==> src/rtl/ps2_key_tracker_if.sv <==
// Signal bundle between the PS/2 pins, the key tracker and the seven-segment display stage.
interface ps2_key_tracker_if #(
  parameter int unsigned CNT_W = 8
);
  logic             ps2_clk;
  logic             ps2_dat;
  logic [7:0]       key_code;
  logic             is_press;
  logic [CNT_W-1:0] count;
  logic             byte_vld;
  logic             frame_err;

  modport master (
    input  ps2_clk, ps2_dat,
    output key_code, is_press, count, byte_vld, frame_err
  );

  modport slave (
    output ps2_clk, ps2_dat,
    input  key_code, is_press, count, byte_vld, frame_err
  );
endinterface

==> src/rtl/ps2_key_tracker.sv <==
// PS/2 keyboard receiver: synchronises the pins, deserialises 11-bit frames and tracks make/break state.
// Build option: define PS2_PARITY_CHECK_EN to reject frames whose parity bit is not odd.
module ps2_key_tracker #(
  parameter int unsigned TIMEOUT_CYC = 50000,
  parameter int unsigned CNT_W       = 8
) (
  input  logic               clk,
  input  logic               clrn,
  ps2_key_tracker_if.master  bus
);

  localparam int unsigned TO_W   = $clog2(TIMEOUT_CYC + 1);
  localparam int unsigned IDX_W  = 4;
  localparam logic [7:0]  B_EXT  = 8'hE0;
  localparam logic [7:0]  B_BRK  = 8'hF0;
`ifdef PS2_PARITY_CHECK_EN
  localparam bit          PAR_EN = 1'b1;
`else
  localparam bit          PAR_EN = 1'b0;
`endif

  typedef enum logic {S_MAKE, S_BREAK} state_e;

  logic [2:0]       clk_sync_q, clk_sync_d;
  logic [2:0]       dat_sync_q, dat_sync_d;
  logic [IDX_W-1:0] idx_q, idx_d;
  logic [9:0]       shift_q, shift_d;
  logic [TO_W-1:0]  to_q, to_d;
  logic             pend_vld_q, pend_vld_d;
  logic             pend_err_q, pend_err_d;
  logic [7:0]       pend_byte_q, pend_byte_d;
  state_e           state_q, state_d;
  logic [7:0]       key_q, key_d;
  logic             press_q, press_d;
  logic [CNT_W-1:0] cnt_q, cnt_d;
  logic             byte_vld_q, byte_vld_d;
  logic             frame_err_q, frame_err_d;

  logic             fall_c;
  logic             dat_c;
  logic             parity_ok_c;

  always_ff @(posedge clk or negedge clrn) begin
    if (!clrn) begin
      clk_sync_q  <= '0;
      dat_sync_q  <= '0;
      idx_q       <= '0;
      shift_q     <= '0;
      to_q        <= '0;
      pend_vld_q  <= 1'b0;
      pend_err_q  <= 1'b0;
      pend_byte_q <= '0;
      state_q     <= S_MAKE;
      key_q       <= '0;
      press_q     <= 1'b0;
      cnt_q       <= '0;
      byte_vld_q  <= 1'b0;
      frame_err_q <= 1'b0;
    end else begin
      clk_sync_q  <= clk_sync_d;
      dat_sync_q  <= dat_sync_d;
      idx_q       <= idx_d;
      shift_q     <= shift_d;
      to_q        <= to_d;
      pend_vld_q  <= pend_vld_d;
      pend_err_q  <= pend_err_d;
      pend_byte_q <= pend_byte_d;
      state_q     <= state_d;
      key_q       <= key_d;
      press_q     <= press_d;
      cnt_q       <= cnt_d;
      byte_vld_q  <= byte_vld_d;
      frame_err_q <= frame_err_d;
    end
  end

  always_comb begin
    clk_sync_d  = {clk_sync_q[1:0], bus.ps2_clk};
    dat_sync_d  = {dat_sync_q[1:0], bus.ps2_dat};
    idx_d       = idx_q;
    shift_d     = shift_q;
    to_d        = to_q;
    pend_vld_d  = 1'b0;
    pend_err_d  = 1'b0;
    pend_byte_d = pend_byte_q;
    state_d     = state_q;
    key_d       = key_q;
    press_d     = press_q;
    cnt_d       = cnt_q;
    byte_vld_d  = 1'b0;
    frame_err_d = 1'b0;

    fall_c      = (clk_sync_q[2:1] == 2'b10);
    dat_c       = dat_sync_q[2];
    parity_ok_c = !PAR_EN || (^shift_q[9:1]);

    // Deserialiser: bit 10 is the stop bit, checked live rather than stored
    if (fall_c) begin
      to_d = '0;
      if (idx_q == IDX_W'(10)) begin
        idx_d = '0;
        if (!shift_q[0] && dat_c && parity_ok_c) begin
          pend_vld_d  = 1'b1;
          pend_byte_d = shift_q[8:1];
        end else begin
          pend_err_d  = 1'b1;
        end
      end else begin
        shift_d[idx_q] = dat_c;
        idx_d          = idx_q + IDX_W'(1);
      end
    end else if (idx_q != '0) begin
      to_d = to_q + TO_W'(1);
      if (to_d == TO_W'(TIMEOUT_CYC)) begin
        idx_d = '0;
      end
    end

    // Key state machine, one cycle behind the stop-bit sample
    if (pend_err_q) begin
      frame_err_d = 1'b1;
    end else if (pend_vld_q) begin
      byte_vld_d = 1'b1;
      unique case (state_q)
        S_MAKE: begin
          if (pend_byte_q == B_BRK) begin
            state_d = S_BREAK;
          end else if (pend_byte_q != B_EXT && !(press_q && pend_byte_q == key_q)) begin
            key_d   = pend_byte_q;
            press_d = 1'b1;
            cnt_d   = cnt_q + CNT_W'(1);
          end
        end
        S_BREAK: begin
          if (pend_byte_q != B_BRK && pend_byte_q != B_EXT) begin
            if (pend_byte_q == key_q) begin
              press_d = 1'b0;
            end
            state_d = S_MAKE;
          end
        end
        default: state_d = S_MAKE;
      endcase
    end
  end

  assign bus.key_code  = key_q;
  assign bus.is_press  = press_q;
  assign bus.count     = cnt_q;
  assign bus.byte_vld  = byte_vld_q;
  assign bus.frame_err = frame_err_q;

endmodule

==> src/flat_wrapper.sv <==
// flat-port wrapper written by rule: the top's interface ports become plain ports
module ps2_key_tracker_flat 
#(
  parameter int unsigned TIMEOUT_CYC = 50000,
  parameter int unsigned CNT_W       = 8
)
  (clk, clrn, bus_ps2_clk, bus_ps2_dat, bus_key_code, bus_is_press, bus_count, bus_byte_vld, bus_frame_err);
  ps2_key_tracker_if #(.CNT_W(CNT_W)) bus_i ();
  input  logic clk;
  input  logic clrn;
  input wire logic [$bits(bus_i.ps2_clk)-1:0] bus_ps2_clk;
  input wire logic [$bits(bus_i.ps2_dat)-1:0] bus_ps2_dat;
  output wire logic [$bits(bus_i.key_code)-1:0] bus_key_code;
  output wire logic [$bits(bus_i.is_press)-1:0] bus_is_press;
  output wire logic [$bits(bus_i.count)-1:0] bus_count;
  output wire logic [$bits(bus_i.byte_vld)-1:0] bus_byte_vld;
  output wire logic [$bits(bus_i.frame_err)-1:0] bus_frame_err;
  assign bus_i.ps2_clk = bus_ps2_clk;
  assign bus_i.ps2_dat = bus_ps2_dat;
  assign bus_key_code = bus_i.key_code;
  assign bus_is_press = bus_i.is_press;
  assign bus_count = bus_i.count;
  assign bus_byte_vld = bus_i.byte_vld;
  assign bus_frame_err = bus_i.frame_err;
  ps2_key_tracker #(.TIMEOUT_CYC(TIMEOUT_CYC), .CNT_W(CNT_W)) u_core (.clk(clk), .clrn(clrn), .bus(bus_i));
endmodule
==> config.mk <==
export PLATFORM = sky130hd
export DESIGN_NAME = ps2_key_tracker_flat
export DESIGN_NICKNAME = d
export VERILOG_FILES = /design/src/rtl/ps2_key_tracker_if.sv /design/src/rtl/ps2_key_tracker.sv /design/src/flat_wrapper.sv
export SDC_FILE = /design/constraint.sdc
export NUM_CORES = 1
export LEC_CHECK = 0
export BUFFER_PORTS_ARGS = -buffer_cell sky130_fd_sc_hd__buf_2
export CAP_MARGIN = 10
export CELL_PAD_IN_SITES_DETAIL_PLACEMENT = 1
export CELL_PAD_IN_SITES_GLOBAL_PLACEMENT = 2
export CORE_ASPECT_RATIO = 0.8
export CORE_UTILIZATION = 23
export CTS_CLUSTER_DIAMETER = 30
export CTS_CLUSTER_SIZE = 40
export DETAILED_ROUTE_END_ITERATION = 12
export PLACE_DENSITY_LB_ADDON = 0.1
export SYNTH_ARGS = -nofsm -noshare
export SYNTH_HDL_FRONTEND = slang
export SYNTH_SLANG_ARGS = --single-unit
==> constraint.sdc <==
create_clock -name clk -period 2.27 [get_ports clk]
set_input_delay 0.1135 -clock clk [delete_from_list [all_inputs] [get_ports clk]]
set_output_delay 0.1135 -clock clk [all_outputs]
set_load 0.03 [all_outputs]
==> results.toml <==
[die]
rows = 37
die_w_microns = 133.3
num_io_pins = 23
dieArea_sq_um = 14270
die_height_microns = 107.1
core_sq_um = 13150
initial_core_util_pct = 24.13

[run]
cap_violations = 0

[global_route]
met3_usage_pct = 3.546
grt_use_total_pct = 11.89
top_usage_layer = "met1"
antenna_found_initial = 0
grt_pass1_wl_mm = 12.70
use_met1_pct = 16.90
grt_max_degree = 66
grt_remaining_overflow = 0
use_met2_pct = 16.22
first_global_vias = 2362

[status]
status = "finished, final reports clean"

[yosys]
netlist_instances = 301
ys_seq_area_share_pct = 51.26
synthDistinctLibCells = 50
syn_area_sq_um = 3173
synthesis.nets = 308
syn_area_per_cell_sq_um = 10.54
yosysWarnings = 0
ys_ff_latch = 65

[placement]
routabilityCongestion = 0.7703
dp_slack_ps = 44.81
place_inst = 506
dp_hpwl_mm = 5.353
place.port_buffers = 22

[drt]
antenna_left = 0
vias = 2318
first_pass_iters = 4
routedWlPerCell_microns = 14.70
drt-total-wl_mm = 7.733
detail_route.vias_per_cell = 4.407
first_iter_violations = 81
drc = 0

[worst_setup_path]
required_ps = 2470
cp-start-kind = "register"
crit_arrival_ps = 2330
crit_path_end_kind = "register"
path_max_fanout = 4
crit_type = "register to register"
r2r_cells = 6

[timing]
tns_ps = 0
fin_skew_ps = 8.473
maxSlewViolCount = 0
rsz0062_at_grt = "no"
period_minus_slack_ps = 2124
holdWs_ps = 315.7
setup_violations = 0
maxSlewHeadroom_pct = 67.84
final.setup.worst_slack_ps = 145.7
period_share_pct = 93.58
hold_violations = 0
tightest_slew_ps = 481.4
max_freq_mhz = 470.7

[final_layout]
stdcell_count = 526
drive_above_1_share_pct = 27.07
layout.nets = 353
n_antenna_cell = 0
area_growth_pct = 24.01

[power]
pwr-share-seq_pct = 42.1
p_per_area_nw_per_um2 = 889.4
p_leak_nw = 1.790
p_comb_share_pct = 17.9
p_int_mw = 2.469
p_sw_mw = 1.030
ir_drop_mv = 0.3665
pwr-share-clk_pct = 40.0
swShare_pct = 29.44

[cts]
cts_made_buffers = 9
cts_tree = "built"
root_buffer = "clkbuf_16"
cts.htree.levels = 3
cts_sinks = 65
clk_latency_ps = 340
clockBufferDepth = 2
path_clk_slew_ps = 60

[min_path]
hold_class = "primary input to async pin"
[synthesized netlist by cell type (all sizes together)]
master  instances  share of area (%)
dfrtp          65                 51
nand2          49                5.9
nor2           22                2.6
mux2           20                7.2
xnor2          18                5.0
a21oi          13                2.1
nand4          13                3.0
nor3           10                1.6
xor2           10                2.8
clkbuf          9                1.4
nand3           9                1.8
o21ai           7                1.1
and3            5                1.0
buf             5                1.8
inv             4               0.47
nor2b           4               0.79
nor4            4                1.5
ha              3                1.2
o22ai           3               0.59
o31ai           3               0.71
or3             3               0.59
or4             3               0.83
a22oi           2               0.47
and4            2               0.59
nand2b          2               0.39
a211oi          1               0.39
and2            1               0.20
clkinv          1               0.12
mux2i           1               0.32
nand4b          1               0.28
nor3b           1               0.24
nor4b           1               0.28
o21a            1               0.24
o22a            1               0.28
o32ai           1               0.28
o41ai           1               0.28
or2b            1               0.28
or3b            1               0.28
[timing repair]
action	CTS	global route
gates resized for setup	0	5
endpoints found under the hold margin	67	0
setup endpoints to repair	0	4
hold buffers	3	0
buffers inserted	0	1
[flip-flops by register name, summed over array words and instances (netlist names)]
signal	flops
u_core.dat_sync_q	3
u_core.pend_vld_q	1
u_core.bus.key_code	8
u_core.bus.byte_vld	1
u_core.to_q	16
u_core.bus.count	8
u_core.shift_q	9
u_core.idx_q	4
u_core.clk_sync_q	3
u_core.pend_err_q	1
u_core.bus.frame_err	1
u_core.bus.is_press	1
u_core.pend_byte_q	8
u_core.state_q	1
[power by group through the flow]
stage	registers (mW)	clock network, mW	logic [mW]
2_1_floorplan	1.44	0	0.431
3_3_place_gp	1.48	0	0.620
3_5_place_dp	1.48	0	0.621
4_1_cts	1.46	1.47	0.628
5_1_grt	1.50	1.50	0.715
6_report	1.47	1.40	0.627
[through the flow]
stage	instance area (sq um)	util (%)	power, mW
floorplan	3173	-	1.869
global placement	3578	27.22	2.102
detailed placement	3578	27.22	2.104
CTS	3906	29.71	3.563
global route	3935	29.93	3.718
finish	3935	29.93	3.500
[layout make-up]
cell class,instances,area [sq um]
clock buffers,11,242.7
multi-input cells,217,1445
fillers,1500,9213
flip-flops and latches,65,1629
repair buffers,48,325.3
well taps,175,219.0
inverters,5,18.77
clock inverters,5,55.05
[metal layers]
metal | up-vias | part of all wire (%)
met2 | 22 | 40
met5 | - | 0
li1 | 1133 | -
met3 | 13 | 2.8
met4 | 0 | 1.7
met1 | 1150 | 55
[worst paths after layout]
check	to	slack, ps	startpoint
max	u_core.idx_q[1]	150	u_core.to_q[10]
min in group clk	u_core.clk_sync_q[1]	350	u_core.clk_sync_q[0]
max in group asynchronous	u_core.bus.frame_err	1620	clrn
min reg2reg	u_core.clk_sync_q[1]	350	u_core.clk_sync_q[0]
max reg2reg	u_core.idx_q[1]	150	u_core.to_q[10]
min	u_core.to_q[7]	320	clrn
[layout by cell type, fill, tap and decap left out, types with 3 or more instances in the layout]
master          n
a21oi_1        13
and3_1          4
buf_2          22
buf_4          22
clkbuf_16       9
dfrtp_1        63
dlygate4sd3_1   3
inv_1           4
mux2_2         19
nand2_1        48
nand3_1         8
nand4_1        12
nor2_1         22
nor2b_1         4
nor3_1         10
o21ai_0         5
o22ai_1         3
o31ai_1         3
or3_1           3
xnor2_1        18
xor2_1         10
[kinds of logic (layout without fill, tap and decap cells)]
family          Yosys count  in the layout  synth area share (%)
simple gates            132            132                 22.12
fa+ha+maj                 3              3                 1.183
buf+inv                  19             69                 3.785
flops                    65             65                 51.26
compound gates           33             33                 6.388
xor+xnor                 28             28                 7.729
mux                      21             21                 7.532
[worst max-delay path: stages (launching register included)]
cell     delay, ps
dfrtp_1        430
nand4_4        100
or4_4          570
mux2_4         310
o22a_1         210
nor4_4         240
o21ai_1        120
Power figures use the tool's default switching activity.
